## src/rtl/multicycle_pkg.sv

```systemverilog
// Shared definitions for the multicycle controller: state encodings,
// opcode constants, datapath select encodings and the per-state output table.
package multicycle_pkg;

    typedef enum logic [3:0] {
        S_FETCH    = 4'd0,
        S_DECODE   = 4'd1,
        S_MEMADR   = 4'd2,
        S_MEMREAD  = 4'd3,
        S_MEMWB    = 4'd4,
        S_MEMWRITE = 4'd5,
        S_EXEC_R   = 4'd6,
        S_EXEC_I   = 4'd7,
        S_ALUWB    = 4'd8,
        S_BRANCH   = 4'd9,
        S_JAL      = 4'd10,
        S_JALR     = 4'd11,
        S_JALR_WB  = 4'd12,
        S_TRAP     = 4'd13
    } state_t;

    localparam logic [6:0] OP_R      = 7'd51;
    localparam logic [6:0] OP_I_ALU  = 7'd19;
    localparam logic [6:0] OP_LW     = 7'd3;
    localparam logic [6:0] OP_SW     = 7'd35;
    localparam logic [6:0] OP_BRANCH = 7'd99;
    localparam logic [6:0] OP_JAL    = 7'd111;
    localparam logic [6:0] OP_JALR   = 7'd103;

    typedef enum logic [1:0] {
        ALU_ADD    = 2'b00,
        ALU_BRANCH = 2'b01,
        ALU_FUNCT  = 2'b10
    } alu_op_t;

    typedef enum logic [1:0] {
        IMM_I = 2'b00,
        IMM_S = 2'b01,
        IMM_B = 2'b10,
        IMM_J = 2'b11
    } imm_sel_t;

    typedef enum logic [1:0] {
        SRC_A_PC     = 2'b00,
        SRC_A_OLD_PC = 2'b01,
        SRC_A_RS1    = 2'b10
    } src_a_t;

    typedef enum logic [1:0] {
        SRC_B_RS2  = 2'b00,
        SRC_B_IMM  = 2'b01,
        SRC_B_FOUR = 2'b10
    } src_b_t;

    typedef enum logic [1:0] {
        RES_ALU_OUT    = 2'b00,
        RES_LOAD_DATA  = 2'b01,
        RES_ALU_RESULT = 2'b10
    } res_sel_t;

    // Moore part of the control word; the is_* flags let the top qualify
    // the ready-dependent strobes without re-decoding the state.
    typedef struct packed {
        alu_op_t  alu_op;
        src_a_t   src_a;
        src_b_t   src_b;
        res_sel_t res_sel;
        logic     adr_src;
        logic     mem_req;
        logic     mem_write;
        logic     reg_write;
        logic     branch;
        logic     pc_update;
        logic     instr_done;
        logic     is_fetch;
        logic     is_decode;
        logic     is_memwrite;
        logic     is_trap;
    } ctl_t;

    function automatic logic is_legal_op(logic [6:0] op);
        case (op)
            OP_R, OP_I_ALU, OP_LW, OP_SW, OP_BRANCH, OP_JAL, OP_JALR: return 1'b1;
            default: return 1'b0;
        endcase
    endfunction

    // Control word driven while the FSM sits in state s.
    function automatic ctl_t state_outputs(state_t s);
        ctl_t c;
        // NOTE: start from an all-zero word so every field has a value on
        // every path; a missing default is how combinational latches appear.
        c = '0;
        case (s)
            S_FETCH: begin
                c.mem_req  = 1'b1;
                c.src_b    = SRC_B_FOUR;
                c.res_sel  = RES_ALU_RESULT;
                c.is_fetch = 1'b1;
            end
            S_DECODE: begin
                c.src_a     = SRC_A_OLD_PC;
                c.src_b     = SRC_B_IMM;
                c.is_decode = 1'b1;
            end
            S_MEMADR: begin
                c.src_a = SRC_A_RS1;
                c.src_b = SRC_B_IMM;
            end
            S_MEMREAD: begin
                c.mem_req = 1'b1;
                c.adr_src = 1'b1;
            end
            S_MEMWB: begin
                c.res_sel    = RES_LOAD_DATA;
                c.reg_write  = 1'b1;
                c.instr_done = 1'b1;
            end
            S_MEMWRITE: begin
                c.mem_req     = 1'b1;
                c.adr_src     = 1'b1;
                c.mem_write   = 1'b1;
                c.is_memwrite = 1'b1;
            end
            S_EXEC_R: begin
                c.src_a  = SRC_A_RS1;
                c.alu_op = ALU_FUNCT;
            end
            S_EXEC_I: begin
                c.src_a  = SRC_A_RS1;
                c.src_b  = SRC_B_IMM;
                c.alu_op = ALU_FUNCT;
            end
            S_ALUWB: begin
                c.reg_write  = 1'b1;
                c.instr_done = 1'b1;
            end
            S_BRANCH: begin
                c.src_a      = SRC_A_RS1;
                c.alu_op     = ALU_BRANCH;
                c.branch     = 1'b1;
                c.instr_done = 1'b1;
            end
            S_JAL: begin
                c.src_a     = SRC_A_OLD_PC;
                c.src_b     = SRC_B_FOUR;
                c.pc_update = 1'b1;
            end
            S_JALR: begin
                c.src_a     = SRC_A_RS1;
                c.src_b     = SRC_B_IMM;
                c.res_sel   = RES_ALU_RESULT;
                c.pc_update = 1'b1;
            end
            S_JALR_WB: begin
                c.src_a      = SRC_A_OLD_PC;
                c.src_b      = SRC_B_FOUR;
                c.res_sel    = RES_ALU_RESULT;
                c.reg_write  = 1'b1;
                c.instr_done = 1'b1;
            end
            S_TRAP: begin
                c.is_trap = 1'b1;
            end
            default: c = '0;
        endcase
        return c;
    endfunction

endpackage

```

## src/rtl/multicycle_controller_if.sv

```systemverilog
// Control bundle between the multicycle controller (master) and the
// datapath/memory side (slave).
interface multicycle_controller_if;

    logic [6:0] op;
    logic       mem_ready;
    logic [1:0] ALUOp;
    logic [1:0] ext_imm_sel;
    logic [1:0] alu_src_a;
    logic [1:0] alu_src_b;
    logic [1:0] res_sel;
    logic       adr_src;
    logic       mem_req;
    logic       mem_write;
    logic       ir_write;
    logic       pc_update;
    logic       reg_write;
    logic       branch;
    logic       instr_done;
    logic       illegal;
    logic [3:0] state_o;

    modport master (
        input  op, mem_ready,
        output ALUOp, ext_imm_sel, alu_src_a, alu_src_b, res_sel, adr_src,
               mem_req, mem_write, ir_write, pc_update, reg_write, branch,
               instr_done, illegal, state_o
    );

    modport slave (
        output op, mem_ready,
        input  ALUOp, ext_imm_sel, alu_src_a, alu_src_b, res_sel, adr_src,
               mem_req, mem_write, ir_write, pc_update, reg_write, branch,
               instr_done, illegal, state_o
    );

endinterface

```

## src/rtl/imm_sel_decoder.sv

```systemverilog
// Immediate-format select, decoded straight from the opcode in every state.
module imm_sel_decoder
    import multicycle_pkg::*;
(
    input  logic [6:0] op,
    output imm_sel_t   imm_sel
);

    // Map opcode to immediate format; anything unlisted falls back to I.
    always_comb begin
        case (op)
            OP_SW:     imm_sel = IMM_S;
            OP_BRANCH: imm_sel = IMM_B;
            OP_JAL:    imm_sel = IMM_J;
            default:   imm_sel = IMM_I;
        endcase
    end

endmodule

```

## src/rtl/multicycle_controller.sv

```systemverilog
// Multicycle RISC-V style control FSM. State and the Moore control word are
// registered together; only the ready-qualified strobes, the TRAP_EN=0
// illegal pulse and ext_imm_sel are combinational.
module multicycle_controller
    import multicycle_pkg::*;
#(
    parameter bit MEM_HANDSHAKE = 1'b1,
    parameter bit TRAP_EN       = 1'b1
)
(
    input  logic                     clk,
    input  logic                     rst,
    multicycle_controller_if.master  bus
);

    logic     ready;
    state_t   state_q;
    state_t   state_d;
    ctl_t     ctl_q;
    imm_sel_t imm_sel;

    assign ready = MEM_HANDSHAKE ? bus.mem_ready : 1'b1;

    function automatic state_t next_state(state_t s, logic [6:0] op, logic rdy);
        case (s)
            S_FETCH:    return rdy ? S_DECODE : S_FETCH;
            S_DECODE: begin
                case (op)
                    OP_LW, OP_SW: return S_MEMADR;
                    OP_R:         return S_EXEC_R;
                    OP_I_ALU:     return S_EXEC_I;
                    OP_BRANCH:    return S_BRANCH;
                    OP_JAL:       return S_JAL;
                    OP_JALR:      return S_JALR;
                    default:      return TRAP_EN ? S_TRAP : S_FETCH;
                endcase
            end
            S_MEMADR:   return (op == OP_LW) ? S_MEMREAD : S_MEMWRITE;
            S_MEMREAD:  return rdy ? S_MEMWB : S_MEMREAD;
            S_MEMWB:    return S_FETCH;
            S_MEMWRITE: return rdy ? S_FETCH : S_MEMWRITE;
            S_EXEC_R:   return S_ALUWB;
            S_EXEC_I:   return S_ALUWB;
            S_ALUWB:    return S_FETCH;
            S_BRANCH:   return S_FETCH;
            S_JAL:      return S_ALUWB;
            S_JALR:     return S_JALR_WB;
            S_JALR_WB:  return S_FETCH;
            S_TRAP:     return S_TRAP;
            default:    return S_FETCH;
        endcase
    endfunction

    assign state_d = next_state(state_q, bus.op, ready);

    // State register plus the control word for the state being entered;
    // reset wins over any pending transition, including a wait or TRAP.
    // NOTE: sequential state uses non-blocking assignments so every register
    // samples pre-edge values regardless of statement order.
    always_ff @(posedge clk) begin
        if (rst) begin
            state_q <= S_FETCH;
            ctl_q   <= state_outputs(S_FETCH);
        end else begin
            state_q <= state_d;
            ctl_q   <= state_outputs(state_d);
        end
    end

    imm_sel_decoder u_imm_sel_decoder (
        .op      (bus.op),
        .imm_sel (imm_sel)
    );

    assign bus.ALUOp       = ctl_q.alu_op;
    assign bus.ext_imm_sel = imm_sel;
    assign bus.alu_src_a   = ctl_q.src_a;
    assign bus.alu_src_b   = ctl_q.src_b;
    assign bus.res_sel     = ctl_q.res_sel;
    assign bus.adr_src     = ctl_q.adr_src;
    assign bus.mem_req     = ctl_q.mem_req;
    assign bus.mem_write   = ctl_q.mem_write;
    assign bus.reg_write   = ctl_q.reg_write;
    assign bus.branch      = ctl_q.branch;
    assign bus.state_o     = state_q;

    // Fetch completion and store completion only fire once memory answers.
    assign bus.ir_write    = ctl_q.is_fetch & ready;
    assign bus.pc_update   = ctl_q.pc_update | (ctl_q.is_fetch & ready);
    assign bus.instr_done  = ctl_q.instr_done | (ctl_q.is_memwrite & ready);

    // Sticky in TRAP; without trapping, a one-cycle flag while DECODE sees it.
    assign bus.illegal     = ctl_q.is_trap
                           | (!TRAP_EN & ctl_q.is_decode & !is_legal_op(bus.op));

endmodule
```

## src/flat_wrapper.sv

```systemverilog
// flat-port wrapper written by rule: the top's interface ports become plain ports
module multicycle_controller_flat import multicycle_pkg::*;
#(
    parameter bit MEM_HANDSHAKE = 1'b1,
    parameter bit TRAP_EN       = 1'b1
)
  (clk, rst, bus_op, bus_mem_ready, bus_ALUOp, bus_ext_imm_sel, bus_alu_src_a, bus_alu_src_b, bus_res_sel, bus_adr_src, bus_mem_req, bus_mem_write, bus_ir_write, bus_pc_update, bus_reg_write, bus_branch, bus_instr_done, bus_illegal, bus_state_o);
  multicycle_controller_if bus_i ();
  input  logic clk;
  input  logic rst;
  input wire logic [$bits(bus_i.op)-1:0] bus_op;
  input wire logic [$bits(bus_i.mem_ready)-1:0] bus_mem_ready;
  output wire logic [$bits(bus_i.ALUOp)-1:0] bus_ALUOp;
  output wire logic [$bits(bus_i.ext_imm_sel)-1:0] bus_ext_imm_sel;
  output wire logic [$bits(bus_i.alu_src_a)-1:0] bus_alu_src_a;
  output wire logic [$bits(bus_i.alu_src_b)-1:0] bus_alu_src_b;
  output wire logic [$bits(bus_i.res_sel)-1:0] bus_res_sel;
  output wire logic [$bits(bus_i.adr_src)-1:0] bus_adr_src;
  output wire logic [$bits(bus_i.mem_req)-1:0] bus_mem_req;
  output wire logic [$bits(bus_i.mem_write)-1:0] bus_mem_write;
  output wire logic [$bits(bus_i.ir_write)-1:0] bus_ir_write;
  output wire logic [$bits(bus_i.pc_update)-1:0] bus_pc_update;
  output wire logic [$bits(bus_i.reg_write)-1:0] bus_reg_write;
  output wire logic [$bits(bus_i.branch)-1:0] bus_branch;
  output wire logic [$bits(bus_i.instr_done)-1:0] bus_instr_done;
  output wire logic [$bits(bus_i.illegal)-1:0] bus_illegal;
  output wire logic [$bits(bus_i.state_o)-1:0] bus_state_o;
  assign bus_i.op = bus_op;
  assign bus_i.mem_ready = bus_mem_ready;
  assign bus_ALUOp = bus_i.ALUOp;
  assign bus_ext_imm_sel = bus_i.ext_imm_sel;
  assign bus_alu_src_a = bus_i.alu_src_a;
  assign bus_alu_src_b = bus_i.alu_src_b;
  assign bus_res_sel = bus_i.res_sel;
  assign bus_adr_src = bus_i.adr_src;
  assign bus_mem_req = bus_i.mem_req;
  assign bus_mem_write = bus_i.mem_write;
  assign bus_ir_write = bus_i.ir_write;
  assign bus_pc_update = bus_i.pc_update;
  assign bus_reg_write = bus_i.reg_write;
  assign bus_branch = bus_i.branch;
  assign bus_instr_done = bus_i.instr_done;
  assign bus_illegal = bus_i.illegal;
  assign bus_state_o = bus_i.state_o;
  multicycle_controller #(.MEM_HANDSHAKE(MEM_HANDSHAKE), .TRAP_EN(TRAP_EN)) u_core (.clk(clk), .rst(rst), .bus(bus_i));
endmodule
```

## config.mk

```make
export PLATFORM = sky130hd
export DESIGN_NAME = multicycle_controller_flat
export DESIGN_NICKNAME = d
export VERILOG_FILES = /design/src/rtl/multicycle_pkg.sv /design/src/rtl/multicycle_controller_if.sv /design/src/rtl/imm_sel_decoder.sv /design/src/rtl/multicycle_controller.sv /design/src/flat_wrapper.sv
export SDC_FILE = /design/constraint.sdc
export NUM_CORES = 1
export LEC_CHECK = 0
export CAP_MARGIN = 20
export CORE_MARGIN = 3
export CORE_UTILIZATION = 41
export DETAILED_ROUTE_END_ITERATION = 16
export PLACE_DENSITY = 0.85
export SLEW_MARGIN = 10
export SYNTH_ARGS = -nofsm -noshare
export SYNTH_HDL_FRONTEND = slang
export SYNTH_SLANG_ARGS = --single-unit
```

## constraint.sdc

```tcl
create_clock -name clk -period 2 [get_ports clk]
set_input_delay 0.4 -clock clk [delete_from_list [all_inputs] [get_ports clk]]
set_output_delay 0.4 -clock clk [all_outputs]
set_load 0.005 [all_outputs]
```

# Word-level counts from Yosys, hierarchy flattened
# Index checks and enable logic that the tools add are counted.
[classes]
n_eq_ne = 29
mux = 20
bitwise = 4
n_reduce_logical = 15
[ops]
columns = ["cell", "count"]
rows = [
  ["$eq 4x4->1 const B", 9],
  ["$pmux 4 s8", 1],
  ["$eq 4x3->1 const B", 7],
  ["$pmux 4 s6", 1],
  ["$eq 7x7->1 const B", 3],
  ["$reduce_or 3->1", 6],
  ["$eq 4x2->1 const B", 4],
  ["$pmux 2 s2", 4],
  ["$eq 7x6->1 const B", 2],
  ["$mux 1", 10],
  ["$mux 3", 3],
  ["$eq 4x1->1 const B", 2],
  ["$logic_not 4->1", 2],
  ["$reduce_or 2->1", 4],
  ["$reduce_or 4->1", 2],
  ["$eq 7x2->1 const B", 1],
  ["$eq 7x5->1 const B", 1],
  ["$pmux 2 s3", 1],
  ["$reduce_or 5->1", 1],
  ["$and 1x1->1", 2],
  ["$or 1x1->1", 2],
]
[word_totals]
regBits = 21
word_cells = 82

# Logic depth before layout (Yosys ltp)
# Gate-level depths: netlist of the first run.
[depth]
ltp_word = 7
mapped_depth = 8
ltp_nobuf = 6

# By module
# A second synthesis of the first run with hierarchy kept.
[hier_totals]
cells_unflattened = 135
hier_area_um2 = 1177.4
[modules_own_cells]
columns = ["mod", "n_inst", "cells_per_inst", "area_each_um2", "seq_area_each_um2"]
rows = [
  ["multicycle_controller", 1, 129, 1133.6, 420.4],
  ["imm_sel_decoder", 1, 6, 43.8, 0.0],
]

# Worst setup path after synthesis of the first run
# OpenSTA, ideal clock, no wires.
[synth_path]
kind = "flip-flop to flip-flop"
start = "register u_core.state_q[1] (netlist: u_core.bus.state_o[1])"
end = "register u_core.ctl_q (netlist bit u_core.bus.alu_src_a[0])"
setup_time_ns = 0.132
arrival_ns = 1.887
setup_slack_ns = -0.019
stages_incl_launch_ff = 8
path_buffers = 1
period_less_slack_ns = 2.019
path_cell_list = "dfxtp_1 > buf_2 > or4b_2 > a211oi_1 > or2_2 > nor2_1 > a21oi_1 > nor3_1"
[synth_between]
elab_chain_cells = 6
word_cells_on_any_way = 23
classes_between = "eq/ne (17); mux (2); reduce/logical (4)"
[synth_rtl]
columns = ["element", "line_no", "source"]
rows = [
  ["start: declaration", "multicycle_controller.sv:17", "state_t state_q;"],
  ["start signal: assignment", "multicycle_controller.sv:65", "state_q <= state_d;"],
  ["$eq 4x3->1 or $eq 4x4->1 (tied branches)", "multicycle_controller.sv:25", "case (s)"],
  ["$reduce_or 3->1 (no source line)", "-", ""],
  ["$pmux 4 s8 *", "multicycle_controller.sv:25", ""],
  ["$eq 4x2->1, or another cell as far along", "multicycle_pkg.sv:94", "case (s)"],
  ["$reduce_or 5->1 (no source line) or $reduce_or 3->1 (tied branches)", "-", ""],
  ["$pmux 2 s2 *", "multicycle_pkg.sv:94", ""],
  ["end signal: assignment", "multicycle_controller.sv:63", "ctl_q <= state_outputs(S_FETCH);"],
  ["end signal: assignment", "multicycle_controller.sv:66", "ctl_q <= state_outputs(state_d);"],
  ["end: declaration", "multicycle_controller.sv:19", "ctl_t ctl_q;"],
]
# Every way passes the cells marked *; elsewhere a longest branch is shown, timed or not.
# A chain may end at the register's enable or synchronous reset.

# Worst setup path after layout of the first run
[layout_path]
start = "register u_core.state_q[1] (netlist: u_core.bus.state_o[1])"
end = "register u_core.ctl_q (netlist bit u_core.bus.alu_src_b[0])"
[layout_between]
elab_chain_cells = 6
word_cells_on_any_way = 22
classes_between = "eq/ne (15); mux (2); reduce/logical (5)"
[layout_rtl]
columns = ["element", "line_no"]
rows = [
  ["$eq 4x3->1 or $eq 4x4->1 (tied branches)", "multicycle_controller.sv:25"],
  ["$reduce_or 3->1 (no source line)", "-"],
  ["$pmux 4 s8 *", "multicycle_controller.sv:25"],
  ["$eq 4x1->1, or another cell as far along", "multicycle_pkg.sv:94"],
  ["$reduce_or 4->1 (no source line) or $reduce_or 3->1 (tied branches)", "-"],
  ["$pmux 2 s2 *", "multicycle_pkg.sv:94"],
]
# Marks and branches as above.

==> results of run 1 <==
==> power groups by stage <==
stage | Combinational (µW) | Clock, µW | Sequential [µW]
after floorplan | 209 | 0 | 464
after global placement | 407 | 0 | 467
after detailed placement | 420 | 0 | 468
after CTS | 430 | 238 | 460
after global routing | 510 | 251 | 464
final | 476 | 232 | 459
==> stage by stage <==
step / total power, µW / TNS (ns)
after detailed placement: 888 / -7.25
after global routing: 1220 / -0.181
after floorplan: 673 / 0
final: 1170 / -0.0381
after CTS: 1130 / 0
after global placement: 874 / -6.44
==> worst max-delay path, stage by stage (launching register included) <==
cell	delay (ns)
dfxtp_4	0.38
nor4b_4	0.37
o31ai_4	0.13
o221a_4	0.24
or3_4	0.34
or3_1	0.36
a21oi_1	0.14
==> layout by cell type, fill, tap and decap left out, types with 4 or more instances in the layout <==
cell,count
buf_4,39
clkdlybuf4s50_1,20
dfxtp_1,17
dlygate4sd2_1,10
nand2_1,6
nand2b_1,4
nand3_1,6
nor2_1,14
nor2_2,4
nor2b_1,4
nor3_1,8
o21ai_0,4
or3_1,4
or3_4,4
==> final cells by class <==
| class | instances | area share |
|---|---|---|
| Clock buffer | 4 | 0.0201 |
| Tap cell | 30 | 0.0208 |
| Multi-Input combinational cell | 95 | 0.381 |
| Sequential cell | 20 | 0.226 |
| Timing Repair Buffer | 74 | 0.346 |
| Inverter | 3 | 0.00625 |
==> what timing repair did <==
action	4_1_cts	5_1_grt
gates cloned	0	0
setup endpoints to repair	17	10
gates resized for setup	28	18
buffers inserted	3	2
pin swaps	5	7
==> cell families after synthesis <==
group,after synthesis,share of synthesized area
buffers and inverters,17,0.0975
AND/OR/NAND/NOR,67,0.339
AO/OA/AOI/OAI,27,0.187
multiplexers,1,0.00917
flip-flops,20,0.367
==> Yosys cell counts (4+ instances only) <==
master     n
nand2b_1   4
dfxtp_1   20
nor3_1    10
nor2_1    19
nor2b_1    4
or3_1      8
o21ai_0    5
nand2_1    6
buf_4      8
nand3_1    6
==> routing by layer <==
layer	track usage	routed length [µm]	up-vias
met5	0	0	-
met4	0.103	137	0
met3	0.0339	281	18
met2	0.373	1790	75
met1	0.220	1180	597
li1	-	-	594
==> worst max path at each step <==
stage / from / to / slack [ns] / cells past startpoint
4_1_cts: u_core.bus.state_o[0] / u_core.bus.alu_src_b[0] / 0.001 / 6
5_1_grt: u_core.bus.state_o[1] / u_core.bus.alu_src_b[0] / -0.07 / 6
6_report: u_core.bus.state_o[1] / u_core.bus.alu_src_b[0] / -0.04 / 6
3_5_place_dp: bus_op[2] / u_core.bus.alu_src_b[0] / -0.46 / 7
3_3_place_gp: bus_op[2] / u_core.bus.alu_src_b[0] / -0.41 / 7
2_1_floorplan: u_core.bus.state_o[3] / u_core.bus.alu_src_b[0] / 0.0004 / 8
==> registers in the layout, indices dropped and copies added (netlist names), 2 cells and up <==
register / cells
u_core.bus.res_sel: 2
u_core.ctl_q: 3
u_core.bus.state_o: 4
u_core.bus.alu_src_b: 2
u_core.bus.ALUOp: 2
u_core.bus.alu_src_a: 2
==> impl_metrics.csv, run 1 <==
group,metric,value,unit
timing,hold_violations,0,
hold_path,hold_class,"in -> reg",
timing,worst_slack,-0.0381,ns
yosys,synth-edff-count,0,
timing,tightest_slew,0.396,ns
timing,min_period_over_period,1.02,
place,post_dp_cell_area,1630,µm²
finish,drive_gt1_frac,0.388,
global_route,grt_start_max_net_pins,12,
hold_path,hold_start,"rst",
pwr,pwr-share-comb,0.408,
clocking,clkSlewWorstSetupHoldPaths,0.11,ns
pwr,pwr-share-seq,0.393,
pwr,p_per_area,647,nW/µm²
yosys,synth-seq-cells,20,
clocking,clkLatencyLatePin,0.30,ns
yosys,synth_top_cell_area_share,0.367,
place,post-place-ws,-0.455,ns
yosys,ys.flop_type,"dfxtp_1",
clocking,cts_buffers,3,
timing,min_period,2.04,ns
timing,drv_slew,0,
pwr,irDropWorstVdd,0.000460,V
yosys,syn_area_per_cell,8.27,µm²
floorplan,core_area,2500,µm²
worst_setup_path,crit_path_end_kind,"flop",
finish,area_growth,65.3,%
pwr,power.share.clock,0.199,
yosys,yosysSeqAreaShare,0.367,
detailed_routing,via_per_inst,5.68,
worst_setup_path,cp-start-kind,"flop",
clocking,cts_tree,"done",
worst_setup_path,reg2reg_setup_slack,-0.04,ns
pwr,switching_power,348,µW
floorplan,fp.dieArea,3320,µm²
finish,fillers,190,
global_route,antenna_found_initial,0,
yosys,syn_nets,142,
worst_setup_path,r2r-end,"u_core.bus.alu_src_b[0]",
floorplan,placementRows,18,
yosys,synthesis.area,1090,µm²
finish,multi_input_area,687,µm²
clocking,hold_buffers,0,
yosys,ys_types,38,
detailed_routing,num_vias,1284,
hold_path,whs_endpoint,"u_core.bus.mem_req",
timing,slew_headroom,0.732,
clocking,cts.path.max_buffers,2,
pwr,p_leak,0.000754,µW
global_route,overflow,0,
finish,final_util,0.721,
detailed_routing,drcViolationCount,0,
detailed_routing,ant_nets,0,
floorplan,ioPinCount,33,
floorplan,floorplan.initialDensity,0.436,
run_status,status,"finished, violations left",
place,portBuffers,32,
finish,fin_nets,207,
timing,fin_skew,0.00267,ns
floorplan,fp.dieH,57.6,µm
worst_setup_path,reg2reg_from,"u_core.bus.state_o[1]",
pwr,p_int,819,µW
finish,stdcell_area,1800,µm²
clocking,root_buffer,"clkbuf_4",
place,placed_cells,217,
detailed_routing,wl_per_cell,15.0,µm
job,timing.max_cap.violations,0,
worst_setup_path,worstSetupPathType,"reg -> reg",
worst_setup_path,required,2.24,ns
yosys,synth_top_area_cell,"dfxtp_1",
timing,rsz0062_at_grt,"true",
yosys,synth_cells,132,
yosys,ys_top_cells_by_area,"dfxtp_1 37%, nor2_1 6.5%, buf_4 5.5%",
place,dp_hpwl,2370,µm
clocking,cts.htree.levels,1,
place,gp_congestion,0.911,
floorplan,die_w,57.6,µm
worst_setup_path,arrival,2.28,ns
timing,fin_hold_ws,0.732,ns
finish,n_antenna_cell,0,
global_route,grt_pass1_vias,1207,
worst_setup_path,reg2regPathDepth,6,
clocking,numClockSinks,20,
detailed_routing,first_pass_iters,4,
pwr,switching_share,0.298,
finish,regArea,407,µm²
detailed_routing,drtIter0Drc,26,
worst_setup_path,path_max_fanout,4,
yosys,ys_warn_count,0,
timing,max_freq,0.491,GHz
global_route,grt.total_usage,0.203,
timing,setup_viol,1,
global_route,grt_pass1_wl,5210,µm
detailed_routing,wl,3380,µm
yosys,synthArstFlopShare,0,
finish,stdcell_count,226,
hold_path,min_path_cells,3,
run_status,violations,"negative setup slack",
(Power assumes the default switching activity.)
==> run 2: changes to the inputs <==
Settings changed: RECOVER_POWER set to 25.
==> impl_metrics.csv, run 2 (synthesis results as in run 1) <==
group,metric,value,unit
finish,drive_gt1_frac,0.383,
hold_path,hold_class,"in -> reg",
run_status,status,"finished, violations left",
clocking,cts_buffers,3,
worst_setup_path,crit_chain,"nor4b_4 -> o31ai_4 -> o221a_4 -> or3_4 -> or3_1 -> a21oi_1",
clocking,cts_tree,"done",
finish,largest_register_ffs,4,
detailed_routing,wl,3410,µm
clocking,cts.htree.levels,1,
detailed_routing,first_pass_iters,4,
job,timing.max_cap.violations,0,
run_status,violations,"negative setup slack",
clocking,cts.path.max_buffers,2,
finish,n_antenna_cell,0,
clocking,root_buffer,"clkbuf_4",
finish,fin_nets,207,
detailed_routing,ant_nets,0,
worst_setup_path,worstSetupPathType,"reg -> reg",
place,placed_cells,217,
pwr,p_leak,0.000770,µW
worst_setup_path,slowest_delay,0.38,ns
finish,layout_commonest_cell,"buf_4",
global_route,grt_pass1_vias,1207,
pwr,p_per_area,646,nW/µm²
place,portBuffers,32,
worst_setup_path,crit_path_end_kind,"flop",
timing,worst_slack,-0.0381,ns
floorplan,core_area,2500,µm²
floorplan,fp.dieH,57.6,µm
floorplan,ioPinCount,33,
pwr,switching_share,0.301,
worst_setup_path,required,2.24,ns
clocking,clkLatencyLatePin,0.31,ns
clocking,numClockSinks,20,
detailed_routing,via_per_inst,5.61,
pwr,power.share.clock,0.202,
pwr,pwr-share-comb,0.404,
finish,final_util,0.719,
floorplan,placementRows,18,
timing,drv_slew,0,
detailed_routing,drtIter0Drc,26,
place,gp_congestion,0.911,
finish,stdcell_count,226,
finish,multi_input_area,682,µm²
place,post-place-ws,-0.455,ns
timing,max_freq,0.491,GHz
pwr,power.total,1160,µW
finish,regArea,407,µm²
worst_setup_path,crit_buf_inv,0,
timing,min_period_over_period,1.02,
detailed_routing,num_vias,1268,
floorplan,floorplan.initialDensity,0.436,
timing,setup_viol,1,
pwr,p_int,812,µW
finish,fillers,191,
clocking,hold_buffers,0,
floorplan,die_w,57.6,µm
global_route,overflow,0,
timing,rsz0062_at_grt,"true",
global_route,grt.total_usage,0.203,
worst_setup_path,cp-start-kind,"flop",
timing,fin_skew,0.00445,ns
finish,final_cell_mix,"39 x buf_4, 17 x dfxtp_1, 14 x nor2_1",
place,dp_hpwl,2370,µm
timing,hold_violations,0,
pwr,irDropWorstVdd,0.000458,V
worst_setup_path,crit_family,"simple AND/OR/NAND/NOR gates",
timing,min_period,2.04,ns
global_route,grt_start_max_net_pins,12,
floorplan,fp.dieArea,3320,µm²
pwr,pwr-share-seq,0.395,
worst_setup_path,path_max_fanout,4,
global_route,antenna_found_initial,0,
finish,area_growth,64.8,%
timing,tightest_slew,0.420,ns
global_route,grt_pass1_wl,5210,µm
clocking,clkSlewWorstSetupHoldPaths,0.11,ns
worst_setup_path,arrival,2.28,ns
detailed_routing,drcViolationCount,0,
worst_setup_path,slowest_stage,"dfxtp_4",
detailed_routing,wl_per_cell,15.1,µm
pwr,switching_power,349,µW
timing,slew_headroom,0.720,
run 2: worst paths after layout:
kind                              start                      end  slack [ns]  cells past startpoint
hold / removal                      rst       u_core.bus.mem_req        0.73                      3
setup / recovery  u_core.bus.state_o[1]  u_core.bus.alu_src_b[0]       -0.04                      6
setup reg to reg  u_core.bus.state_o[1]  u_core.bus.alu_src_b[0]       -0.04                      6
hold reg to reg   u_core.bus.state_o[0]  u_core.bus.alu_src_a[0]        0.80                      3
run 2: stage by stage:
step | hold slack (ns) | area [µm²] | TNS [ns]
5_1_grt | 0.760 | 1800 | -0.181
3_5_place_dp | 0.781 | 1630 | -7.25
6_report | 0.728 | 1800 | -0.0381
2_1_floorplan | 0.512 | 1090 | 0
4_1_cts | 0.729 | 1730 | 0
3_3_place_gp | 0.758 | 1630 | -6.44
run 2: cell type report:
cell class,count,share of cell area
flip-flops and latches,20,0.226
clock buffers,4,0.0202
repair buffers,74,0.347
inverters,3,0.00626
well taps,30,0.0209
multi-input cells,95,0.379
run 2: per-layer routing:
metal,vias to the layer above,track usage,share of wire
met5,-,0,0
met4,0,0.103,0.033
met3,11,0.0339,0.079
met2,71,0.373,0.53
met1,590,0.220,0.36
li1,596,-,-
run 2: power by group through the flow:
stage          Sequential (µW)  Combinational, µW  Clock, µW
6_report                   458                469        234
5_1_grt                    463                503        251
3_3_place_gp               467                407          0
2_1_floorplan              464                209          0
3_5_place_dp               468                420          0
4_1_cts                    460                430        238
run 2: worst min-delay path: cells and delay by family:
family        cells  cell delay, ns
simple gates      1            0.07
buf+inv           2            0.52
run 2: repair_timing:
| item | CTS | global route |
|---|---|---|
| setup endpoints to repair | 17 | 10 |
| resized for setup | 28 | 18 |
| pin swaps | 5 | 7 |
| setup buffers | 3 | 2 |
==> run 3: changes to the inputs <==
Settings changed: REMOVE_ABC_BUFFERS set to 1.
==> impl_metrics.csv, run 3 (synthesis results as in run 1) <==
group,metric,value,unit
clocking,root_buffer,"clkbuf_4",
finish,stdcell_count,224,
place,placed_cells,215,
run_status,violations,"negative setup slack",
timing,slew_headroom,0.577,
clocking,cts_tree,"done",
timing,min_period_over_period,1.05,
clocking,cts.path.max_buffers,2,
clocking,hold_buffers,0,
global_route,grt_start_max_net_pins,13,
worst_setup_path,required,2.25,ns
place,post-place-ws,-0.517,ns
detailed_routing,wl,4200,µm
worst_setup_path,cp-start-kind,"flop",
worst_setup_path,crit_path_end_kind,"flop",
clocking,cts_buffers,3,
pwr,switching_share,0.313,
detailed_routing,wl_met1,1610,µm
global_route,antenna_found_initial,0,
timing,worst_slack,-0.101,ns
clocking,clkSlewWorstSetupHoldPaths,0.13,ns
finish,fin_nets,205,
worst_setup_path,worstSetupPathType,"reg -> reg",
worst_setup_path,arrival,2.35,ns
floorplan,core_area,2500,µm²
pwr,pwr-share-seq,0.344,
place,gp_congestion,0.842,
global_route,grt_pass1_wl,6180,µm
clocking,cts.htree.levels,1,
finish,largest_register_ffs,4,
finish,final_cell_mix,"36 x buf_4, 16 x nor2_1, 16 x dfxtp_1",
floorplan,die_w,57.6,µm
floorplan,ioPinCount,33,
detailed_routing,num_vias,1338,
clocking,clkLatencyLatePin,0.32,ns
worst_setup_path,path_max_fanout,6,
place,portBuffers,32,
timing,tightest_slew,0.626,ns
timing,drv_slew,0,
finish,area_growth,71.1,%
pwr,irDropWorstVdd,0.000575,V
timing,fin_skew,0.0141,ns
global_route,grt_pass1_vias,1319,
timing,rsz0062_at_grt,"true",
worst_setup_path,reg2reg_setup_slack,-0.10,ns
pwr,p_per_area,715,nW/µm²
timing,setup_viol,6,
finish,layout_commonest_cell,"buf_4",
detailed_routing,first_pass_iters,4,
clocking,numClockSinks,20,
global_route,grt.total_usage,0.238,
detailed_routing,drtIter0Drc,92,
timing,max_freq,0.476,GHz
finish,n_antenna_cell,0,
detailed_routing,wl_met3,377,µm
detailed_routing,highest_layer,"met4",
run_status,status,"finished, violations left",
detailed_routing,drcViolationCount,0,
place,dp_hpwl,2490,µm
detailed_routing,wl_per_cell,18.7,µm
finish,drive_gt1_frac,0.418,
floorplan,fp.dieH,57.6,µm
floorplan,floorplan.initialDensity,0.436,
detailed_routing,via_per_inst,5.97,
pwr,power.share.clock,0.260,
global_route,overflow,0,
hold_path,hold_class,"reg -> reg",
detailed_routing,wl_met2,2070,µm
timing,min_period,2.10,ns
floorplan,fp.dieArea,3320,µm²
detailed_routing,ant_nets,0,
floorplan,placementRows,18,
pwr,pwr-share-comb,0.396,
pwr,switching_power,418,µW
pwr,p_int,916,µW
job,timing.max_cap.violations,0,
pwr,p_leak,0.000780,µW
timing,hold_violations,0,
==> run 3: changes by cell type in the layout (fill, tap and decap cells not counted), sizes merged <==
cell / before / now
buf: 43 / 40
dlygate4sd2: 10 / 6
dlygate4sd3: 8 / 9
bufinv: 0 / 1
clkbuf: 5 / 4
clkdlybuf4s15: 0 / 4
==> run 3: final cells by class <==
cell class / count / area, µm²
clock buffer: 3 / 22.5
clock inverter: 1 / 30.0
fill: 155 / 633
inverter: 3 / 11.3
multi-input combinational: 95 / 728
sequential: 20 / 410
tap: 30 / 37.5
timing repair buffer: 72 / 627
==> run 3: timing repair <==
item | 4_1_cts | 5_1_grt
buffers inserted | 5 | 2
pin swaps | 7 | 11
setup endpoints to repair | 21 | 15
resized for setup | 34 | 25
==> run 3: power groups by stage <==
| stage | clock network [µW] | logic, µW | registers [µW] |
|---|---|---|---|
| after global routing | 366 | 555 | 465 |
| after detailed placement | 0 | 422 | 468 |
| after floorplan | 0 | 155 | 479 |
| final | 347 | 528 | 459 |
| after global placement | 0 | 409 | 467 |
| after CTS | 342 | 449 | 460 |
==> run 3: path summary, 6_finish.rpt <==
check | end | depth (start not counted) | startpoint
max reg2reg | u_core.bus.alu_src_b[0] | 6 | u_core.bus.state_o[1]
max | u_core.bus.alu_src_b[0] | 6 | u_core.bus.state_o[1]
min reg2reg | u_core.bus.adr_src | 3 | u_core.bus.state_o[0]
min | u_core.bus.adr_src | 3 | u_core.bus.state_o[0]
==> run 3: worst max-delay path: stages, from the launching register on <==
cell and delay (ns):
dfxtp_4 0.39, nor4b_4 0.34, o31ai_4 0.13, o221a_4 0.27, or3_4 0.33, or3_1 0.41, a21oi_2 0.15
==> run 3: metal layers <==
metal / vias to the layer above / track usage
met5: - / 0
met2: 85 / 0.413
met3: 26 / 0.0543
met1: 636 / 0.281
li1: 591 / -
met4: 0 / 0.0960
==> run 3: per-stage QoR <==
stage | power (µW) | util | hold WS (ns) | cell area [µm²] | setup TNS [ns]
6_report | 1330 | 0.747 | 0.743 | 1870 | -0.210
5_1_grt | 1390 | 0.747 | 0.764 | 1870 | -0.750
4_1_cts | 1250 | 0.700 | 0.661 | 1750 | 0
3_5_place_dp | 890 | 0.647 | 0.724 | 1620 | -8.43
3_3_place_gp | 875 | 0.647 | 0.732 | 1620 | -7.33
2_1_floorplan | 634 | - | 0.469 | 996 | -0.0612
